<file path="config.mk">
export PLATFORM = sky130hd
export DESIGN_NAME = sync_fifo_param
export DESIGN_NICKNAME = d
export VERILOG_FILES = /design/src/rtl/sync_fifo_pkg.sv /design/src/rtl/fifo_ram_2p.sv /design/src/rtl/sync_fifo_param.sv
export SDC_FILE = /design/constraint.sdc
export NUM_CORES = 1
export LEC_CHECK = 0
export CORE_MARGIN = 5
export CORE_UTILIZATION = 44
export CTS_BUF_LIST = sky130_fd_sc_hd__clkbuf_8
export DETAILED_ROUTE_END_ITERATION = 6
export SKIP_LAST_GASP = 1
export SLEW_MARGIN = 20
export SYNTH_ARGS = -nofsm -noshare
export SYNTH_HDL_FRONTEND = slang
export SYNTH_SLANG_ARGS = --single-unit
</file>
<file path="constraint.sdc">
create_clock -name clk -period 3.2 [get_ports clk]
set_input_delay 0.32 -clock clk [delete_from_list [all_inputs] [get_ports clk]]
set_output_delay 0.32 -clock clk [all_outputs]
set_load 0.02 [all_outputs]
</file>
<file path="src/rtl/sync_fifo_pkg.sv">
// Shared types, reset values and sizing helper for the parametrised sync FIFO.
package sync_fifo_pkg;

  typedef struct packed {
    logic full;
    logic empty;
    logic almost_full;
    logic almost_empty;
  } fifo_status_t;

  localparam fifo_status_t STATUS_RST = '{
    full:         1'b0,
    empty:        1'b1,
    almost_full:  1'b0,
    almost_empty: 1'b1
  };

  localparam logic RST_RD_VALID = 1'b0;
  localparam logic RST_ERR      = 1'b0;

  function automatic int unsigned ptr_w(input int unsigned depth);
    return $clog2(depth);
  endfunction

endpackage

</file>
<file path="src/rtl/fifo_ram_2p.sv">
// Simple dual-port RAM, read-first, with a registered read port that resets to zero.
module fifo_ram_2p
  import sync_fifo_pkg::*;
#(
  parameter int unsigned WIDTH = 8,
  parameter int unsigned DEPTH = 8,
  localparam int unsigned AW = ptr_w(DEPTH)
) (
  input  logic             clk,
  input  logic             rst,
  input  logic             we,
  input  logic [AW-1:0]    waddr,
  input  logic [WIDTH-1:0] wdata,
  input  logic             re,
  input  logic [AW-1:0]    raddr,
  output logic [WIDTH-1:0] rdata
);

  logic [WIDTH-1:0] mem [DEPTH];
  logic [WIDTH-1:0] rdata_q;

  // Storage is deliberately not reset.
  always_ff @(posedge clk) begin
    if (we) begin
      mem[waddr] <= wdata;
    end
  end

  // Non-blocking update gives read-first behaviour on a same-address write.
  always_ff @(posedge clk or posedge rst) begin
    if (rst) begin
      rdata_q <= '0;
    end else if (re) begin
      rdata_q <= mem[raddr];
    end
  end

  assign rdata = rdata_q;

endmodule

</file>
<file path="src/rtl/sync_fifo_param.sv">
// Parametrised single-clock FIFO with registered flags and sticky error flags.
// Define SYNC_FIFO_PARITY_EN to store and check even parity per word.
module sync_fifo_param
  import sync_fifo_pkg::*;
#(
  parameter int unsigned DATA_W     = 8,
  parameter int unsigned DEPTH      = 8,
  parameter int unsigned AFULL_LVL  = DEPTH - 2,
  parameter int unsigned AEMPTY_LVL = 2,
  localparam int unsigned PW = ptr_w(DEPTH),
  localparam int unsigned CW = PW + 1
) (
  input  logic              clk,
  input  logic              rst,
  input  logic              wr_en,
  input  logic [DATA_W-1:0] wr_data,
  input  logic              rd_en,
  output logic [DATA_W-1:0] rd_data,
  output logic              rd_valid,
  output logic [CW-1:0]     count,
  output logic              full,
  output logic              empty,
  output logic              almost_full,
  output logic              almost_empty,
  output logic              overflow,
  output logic              underflow,
  input  logic              err_clr,
  output logic              parity_err
);

`ifdef SYNC_FIFO_PARITY_EN
  localparam int unsigned RAM_W = DATA_W + 1;
`else
  localparam int unsigned RAM_W = DATA_W;
`endif

  logic [PW-1:0]  wr_ptr_q, wr_ptr_d;
  logic [PW-1:0]  rd_ptr_q, rd_ptr_d;
  logic [CW-1:0]  count_q, count_d;
  fifo_status_t   status_q, status_d;
  logic           rd_valid_q;
  logic           overflow_q, overflow_d;
  logic           underflow_q, underflow_d;
  logic           wr_acc, rd_acc;
  logic [RAM_W-1:0] ram_wdata, ram_rdata;

  // A read at full frees the slot the write lands in; no bypass at empty.
  assign wr_acc = wr_en & (~status_q.full | rd_en);
  assign rd_acc = rd_en & ~status_q.empty;

  always_comb begin
    wr_ptr_d = wr_ptr_q;
    rd_ptr_d = rd_ptr_q;
    count_d  = count_q;
    if (wr_acc) wr_ptr_d = wr_ptr_q + PW'(1);
    if (rd_acc) rd_ptr_d = rd_ptr_q + PW'(1);
    if (wr_acc && !rd_acc) begin
      count_d = count_q + CW'(1);
    end else if (rd_acc && !wr_acc) begin
      count_d = count_q - CW'(1);
    end
  end

  always_comb begin
    status_d              = STATUS_RST;
    status_d.full         = (count_d == CW'(DEPTH));
    status_d.empty        = (count_d == '0);
    status_d.almost_full  = (count_d >= CW'(AFULL_LVL));
    status_d.almost_empty = (count_d <= CW'(AEMPTY_LVL));
  end

  // Setting wins over err_clr in the same cycle.
  always_comb begin
    overflow_d  = overflow_q;
    underflow_d = underflow_q;
    if (err_clr) begin
      overflow_d  = 1'b0;
      underflow_d = 1'b0;
    end
    if (wr_en && !wr_acc)        overflow_d  = 1'b1;
    if (rd_en && status_q.empty) underflow_d = 1'b1;
  end

  always_ff @(posedge clk or posedge rst) begin
    if (rst) begin
      wr_ptr_q    <= '0;
      rd_ptr_q    <= '0;
      count_q     <= '0;
      status_q    <= STATUS_RST;
      rd_valid_q  <= RST_RD_VALID;
      overflow_q  <= RST_ERR;
      underflow_q <= RST_ERR;
    end else begin
      wr_ptr_q    <= wr_ptr_d;
      rd_ptr_q    <= rd_ptr_d;
      count_q     <= count_d;
      status_q    <= status_d;
      rd_valid_q  <= rd_acc;
      overflow_q  <= overflow_d;
      underflow_q <= underflow_d;
    end
  end

  fifo_ram_2p #(
    .WIDTH (RAM_W),
    .DEPTH (DEPTH)
  ) u_ram (
    .clk   (clk),
    .rst   (rst),
    .we    (wr_acc),
    .waddr (wr_ptr_q),
    .wdata (ram_wdata),
    .re    (rd_acc),
    .raddr (rd_ptr_q),
    .rdata (ram_rdata)
  );

`ifdef SYNC_FIFO_PARITY_EN
  assign ram_wdata  = {^wr_data, wr_data};
  assign rd_data    = ram_rdata[DATA_W-1:0];
  // Stored bit makes the word even, so any odd total is a corrupted word.
  assign parity_err = rd_valid_q & (^ram_rdata);
`else
  assign ram_wdata  = wr_data;
  assign rd_data    = ram_rdata;
  assign parity_err = 1'b0;
`endif

  assign rd_valid     = rd_valid_q;
  assign count        = count_q;
  assign full         = status_q.full;
  assign empty        = status_q.empty;
  assign almost_full  = status_q.almost_full;
  assign almost_empty = status_q.almost_empty;
  assign overflow     = overflow_q;
  assign underflow    = underflow_q;

endmodule

</file>
==> impl_metrics.toml, run 1 <==
[logic_synthesis]
synth_area_per_cell_um2 = 17.55
synth_area_um2 = 3563
ys_ff_latch = 89
syn_inst = 203
synth_xor_area_frac = 0.02001
synth.distinct_cells = 39
ys_warn_count = 0
ys_seq_area_frac = 0.7156
syn-num-nets = 220
yosys.area_share.adder = 0.01404
synth_edf_count = 64
synth_compound_area_frac = 0.04038
synth_top_family_by_area = "multiplexers"
ys.flop_type = "edfxtp_1"
synth_mux_area_frac = 0.1268
synth-simple-area-share = 0.06039
synth-async-reset-ratio = 0.2809

[global_routing]
grt_overflow = 0
grt_pass1_vias = 1920
grt_pass1_wl_mm = 10.77
antenna_found_initial = 0
grt_max_degree = 26
grtUsageTotal = 0.1446

[worst_setup_path]
cp_max_fo = 8
critPathCapture = "u_ram.mem[4][6]$_DFFE_PP_"
crit_chain = "clkdlybuf4s50_1 > nand2b_4 > nand2_1 > or2_1 > nor2_1"
rrSetupSlack_ns = 1.14
start_kind = "primary input"
critical_path_class = "primary input to flip-flop"
startpoint = "rd_en"
worstReg2RegEnd = "u_ram.rdata[2]$_DFFE_PP0P_"
reg2reg_from = "rd_ptr_q[0]$_DFFE_PP0P_"
cpMaxStageDelayCell = "nor2_1"
reg2regPathDepth = 4
max_stage_delay_ns = 0.61
critPathArrivalTime_ns = 2.06
worst_setup_path_end_kind = "flip-flop"
required_ns = 3.18

[finish]
drive_gt1_frac = 0.2160
syn_to_final_growth_pct = 19.84
antenna_cells = 0
finalInstanceArea_um2 = 4270
final_cell_mix = "edfxtp_1, clkdlybuf4s50_1, dfrtp_1"
fin_util = 0.5470
fillCellCount = 625
final_common_cell = "edfxtp_1"
nNetsFinal = 263

[clocking]
ctsResizeCount = 0
cts-root-buf = "clkbuf_8"
cts_buffer_depth = 2
clkLatencyLatePin_ns = 0.35
cts_buffers = 9
clkTransAtPathRegs_ns = 0.09
htreeDepth = 3
postCtsSetupRepairBufs = 0
ctsHoldBuffers = 0
clock-sinks = 89
cts_tree = "built"

[timing]
setup_ws_ns = 1.122
fin_tns_setup_ns = 0
rsz0062_at_grt = "no"
finalHoldViolCount = 0
fmaxAchievable_mhz = 481.2
setup_viol = 0
period_minus_slack_ns = 2.078
clock_skew_ns = 0.008310
drv_slew = 0
tightest_slew_ns = 0.8539
period_share = 0.6494
slew_headroom = 0.4308

[floorplanning]
initial_core_util = 0.4564
coreArea_um2 = 7807
die_area_um2 = 9998
die_x_um = 99.99
die_h_um = 99.99
rows = 32
io_pins = 33

[min_path]
hold_path.class = "primary input to async pin"

[placed_design]
io_buffers = 31
hpwl_mm = 4.420
pre_cts_slack_ns = 0.7267
placed_cell_area_um2 = 4029
gp_congestion = 0.7524

[pwr]
total_power_w = 0.003998
power_density_nw_per_um2 = 936.2
power.leakage_nw = 1.538
ir_drop_v = 0.0003747

[route]
wire_per_inst_um = 18.16
ant_nets = 0
first_iter_violations = 108
totalWireLength_mm = 6.394
drtPass1Iterations = 4
route.detailed.drc = 0
dr_total_vias = 1835
vias_per_cell = 5.213

[flow_run]
cap_violations = 0

[outcome]
outcome = "finished clean"
worst max-delay path: cells and delay by family:
family        cells  cell delay [ns]
simple gates      4             1.20
buf+inv           1             0.54
layer usage:
| layer | GRT usage | vias to the layer above | part of all wire |
|---|---|---|---|
| met2 | 0.2201 | 40 | 0.48 |
| met1 | 0.2036 | 936 | 0.45 |
| met4 | 0.04663 | 0 | 0.012 |
| li1 | - | 851 | - |
| met3 | 0.03961 | 8 | 0.052 |
| met5 | 0 | - | 0 |
cell usage after synthesis (3+ instances only):
library cell / number / share of area
dfrtp_1: 23 / 0.16
buf_2: 4 / 0.0056
nand2_1: 18 / 0.019
ha_1: 4 / 0.014
nor2_1: 8 / 0.0084
mux4_2: 16 / 0.10
o21ai_0: 3 / 0.0042
xnor2_1: 5 / 0.012
inv_1: 6 / 0.0063
edfxtp_1: 64 / 0.54
mux2i_1: 8 / 0.022
o21ai_1: 8 / 0.011
kinds of logic (layout without fill, tap and decap cells):
logic type / count (synthesis) / after routing
XOR/XNOR: 6 / 6
other: 1 / 1
multiplexers: 25 / 25
adder cells (fa/ha/maj): 4 / 4
AND/OR/NAND/NOR: 40 / 40
flip-flops: 89 / 89
buffers and inverters: 17 / 64
AO/OA/AOI/OAI: 21 / 21
registers in the layout, summed over array words and instances (netlist names):
signal and count:
rd_ptr_q 3, u_ram.rdata 8, count 4, empty 1, u_ram.mem 64, underflow 1
full 1, almost_empty 1, overflow 1, rd_valid 1, wr_ptr_q 3, almost_full 1
cell type report:
| cell class | count | area [um^2] | area share |
|---|---|---|---|
| clock buffers | 10 | 137.6 | 0.03223 |
| repair buffers | 41 | 385.4 | 0.09024 |
| inverters | 8 | 30.03 | 0.007032 |
| multi-input cells | 97 | 935.9 | 0.2192 |
| flip-flops and latches | 89 | 2550 | 0.5971 |
| clock inverters | 5 | 103.9 | 0.02432 |
| well taps | 102 | 127.6 | 0.02989 |
worst min path at each step:
stage / from / end / slack, ns / cells after the start
global route: rst / u_ram.rdata[3]$_DFFE_PP0P_ / 0.39 / 2
floorplan: rst / almost_full$_DFF_PP0_ / 0.35 / 1
detailed placement: u_ram.rdata[1]$_DFFE_PP0P_ / u_ram.rdata[1]$_DFFE_PP0P_ / 0.48 / 2
finish: rst / u_ram.rdata[3]$_DFFE_PP0P_ / 0.32 / 2
global placement: u_ram.rdata[3]$_DFFE_PP0P_ / u_ram.rdata[3]$_DFFE_PP0P_ / 0.47 / 2
CTS: u_ram.rdata[1]$_DFFE_PP0P_ / u_ram.rdata[1]$_DFFE_PP0P_ / 0.50 / 2
stage by stage:
| step | std cells | hold WS [ns] |
|---|---|---|
| final | 352 | 0.3213 |
| after detailed placement | 337 | 0.4793 |
| after floorplan | 203 | 0.3458 |
| after global routing | 352 | 0.3907 |
| after global placement | 337 | 0.4673 |
| after CTS | 352 | 0.4974 |
report_power, final:
part           switching [W]  internal, W
Clock               0.000378     0.000536
Sequential          0.000265      0.00152
Combinational       0.000624     0.000677
Total                0.00127      0.00273
(Power assumes the default switching activity.)
==> run 2, diff against run 1 <==
==> constraint.sdc (replaced) <==
create_clock -name clk -period 2.1 [get_ports clk]
set_input_delay 0.21 -clock clk [delete_from_list [all_inputs] [get_ports clk]]
set_output_delay 0.21 -clock clk [all_outputs]
set_load 0.02 [all_outputs]
==> run 2 against run 1 <==
Critical path type is now flip-flop to flip-flop. Flip-flop and latch count is the same. Critical path depth is the same. Die area is the same. Wire length shrank 1.8%. Combinational power grew 68%. Largest cell class unchanged. Highest routed layer unchanged. Cell count grew 2.6%. Largest power group unchanged. Register-to-register slack lost 0.86 ns. Hold slack lost 0.11 ns.
==> impl_metrics.toml, run 2 (synthesis results as in run 1) <==
[outcome]
outcome = "finished clean"

[pwr]
internal-power_w = 0.003969
comb_power_share = 0.366
pwr-share-seq = 0.434
switchingPower_w = 0.001983
total_power_w = 0.005952
power_density_nw_per_um2 = 1382
ir_drop_v = 0.0005069
switching_share = 0.3331
clkPwrFrac = 0.200
power.leakage_nw = 1.563

[timing]
period_minus_slack_ns = 1.822
drv_slew = 0
period_share = 0.8678
finalHoldViolCount = 0
fin_tns_setup_ns = 0
setup_viol = 0
slew_headroom = 0.6082
fmaxAchievable_mhz = 548.7
rsz0062_at_grt = "no"
tightest_slew_ns = 0.5877
clock_skew_ns = 0.01012
setup_ws_ns = 0.2777

[global_routing]
grt_overflow = 0
grt_pass1_vias = 1918
antenna_found_initial = 0
grt_max_degree = 26
grtUsageTotal = 0.1357
grt_pass1_wl_mm = 9.977

[floorplanning]
die_x_um = 99.99
rows = 32
initial_core_util = 0.4564
io_pins = 33
die_area_um2 = 9998
coreArea_um2 = 7807
die_h_um = 99.99

[placed_design]
gp_congestion = 0.7618
hpwl_mm = 4.336
dp.cells = 345
io_buffers = 31
pre_cts_slack_ns = 0.07363

[finish]
fin_cells = 361
nNetsFinal = 271
largest-register = "u_ram.mem"
syn_to_final_growth_pct = 20.82
final_cell_mix = "edfxtp_1, clkdlybuf4s50_1, dfrtp_1"
final_common_cell = "edfxtp_1"
largest_register_ffs = 64
antenna_cells = 0
drive_gt1_frac = 0.2394

[route]
totalWireLength_mm = 6.282
route.detailed.drc = 0
ant_nets = 0
dr_total_vias = 1830
first_iter_violations = 68
wire_per_inst_um = 17.40
vias_per_cell = 5.069
drtPass1Iterations = 4

[worst_setup_path]
crit_chain = "nand2b_2 > and4_1 > a31oi_2 > xnor2_1 > nor4_1"
critPathArrivalTime_ns = 2.05
critical_path_class = "flip-flop to flip-flop"
start_kind = "flip-flop"
critPathTopFamily = "simple AND/OR/NAND/NOR gates"
path_buf_inv = 0
required_ns = 2.33
max_stage_delay_ns = 0.56
cp_max_fo = 9
worst_setup_path_end_kind = "flip-flop"
cpMaxStageDelayCell = "dfstp_2"

[clocking]
ctsResizeCount = 0
clkTransAtPathRegs_ns = 0.10
cts_buffers = 9
postCtsSetupRepairBufs = 0
clock-sinks = 89
htreeDepth = 3
ctsHoldBuffers = 0
cts_buffer_depth = 2
cts_tree = "built"
clkLatencyLatePin_ns = 0.35
cts-root-buf = "clkbuf_8"

[flow_run]
cap_violations = 0

[min_path]
hold_path.class = "primary input to async pin"
==> run 2: layer usage <==
| metal | vias up | GRT usage | part of all wire |
|---|---|---|---|
| met5 | - | 0 | 0 |
| li1 | 865 | - | - |
| met4 | 0 | 0.05596 | 0.0084 |
| met1 | 923 | 0.1873 | 0.47 |
| met2 | 38 | 0.2063 | 0.48 |
| met3 | 4 | 0.03475 | 0.043 |
==> run 2: power groups by stage <==
stage	logic [W]	registers, W	clock network (W)
detailed placement	0.00221	0.00263	0
floorplan	0.00127	0.00274	0
global placement	0.00220	0.00262	0
finish	0.00218	0.00258	0.00119
global route	0.00237	0.00263	0.00130
CTS	0.00222	0.00259	0.00123
==> run 2: cell type report <==
type / count / area [um^2]
inverters: 8 / 30.03
fillers: 634 / 3502
repair buffers: 49 / 457.9
flip-flops and latches: 89 / 2550
well taps: 102 / 127.6
clock inverters: 7 / 80.08
multi-input cells: 97 / 935.9
clock buffers: 9 / 123.9
==> run 2: final timing paths <==
check                                           start                         end  slack, ns  cells past startpoint
setup reg to reg                      empty$_DFF_PP1_             empty$_DFF_PP1_       0.28                      5
max in group asynchronous                         rst      almost_empty$_DFF_PP1_       1.59                      3
min in group clk                              err_clr        overflow$_DFFE_PP0P_       0.46                      2
hold reg to reg            u_ram.rdata[1]$_DFFE_PP0P_  u_ram.rdata[1]$_DFFE_PP0P_       0.49                      2
setup / recovery                      empty$_DFF_PP1_             empty$_DFF_PP1_       0.28                      5
hold / removal                                    rst  u_ram.rdata[3]$_DFFE_PP0P_       0.21                      3
==> run 2: worst min-delay path: stages <==
cell,delay [ns]
clkdlybuf4s50_1,0.40
inv_1,0.05
buf_4,0.31
==> run 2: metrics by stage <==
stage                     cell area (um^2)  hold slack, ns    util
final                                 4305          0.2077  0.5514
after detailed placement              4101          0.4753  0.5253
after floorplan                       3563          0.2358       -
after global placement                4101          0.4672  0.5253
after global routing                  4305          0.2637  0.5514
after CTS                             4305          0.2197  0.5514
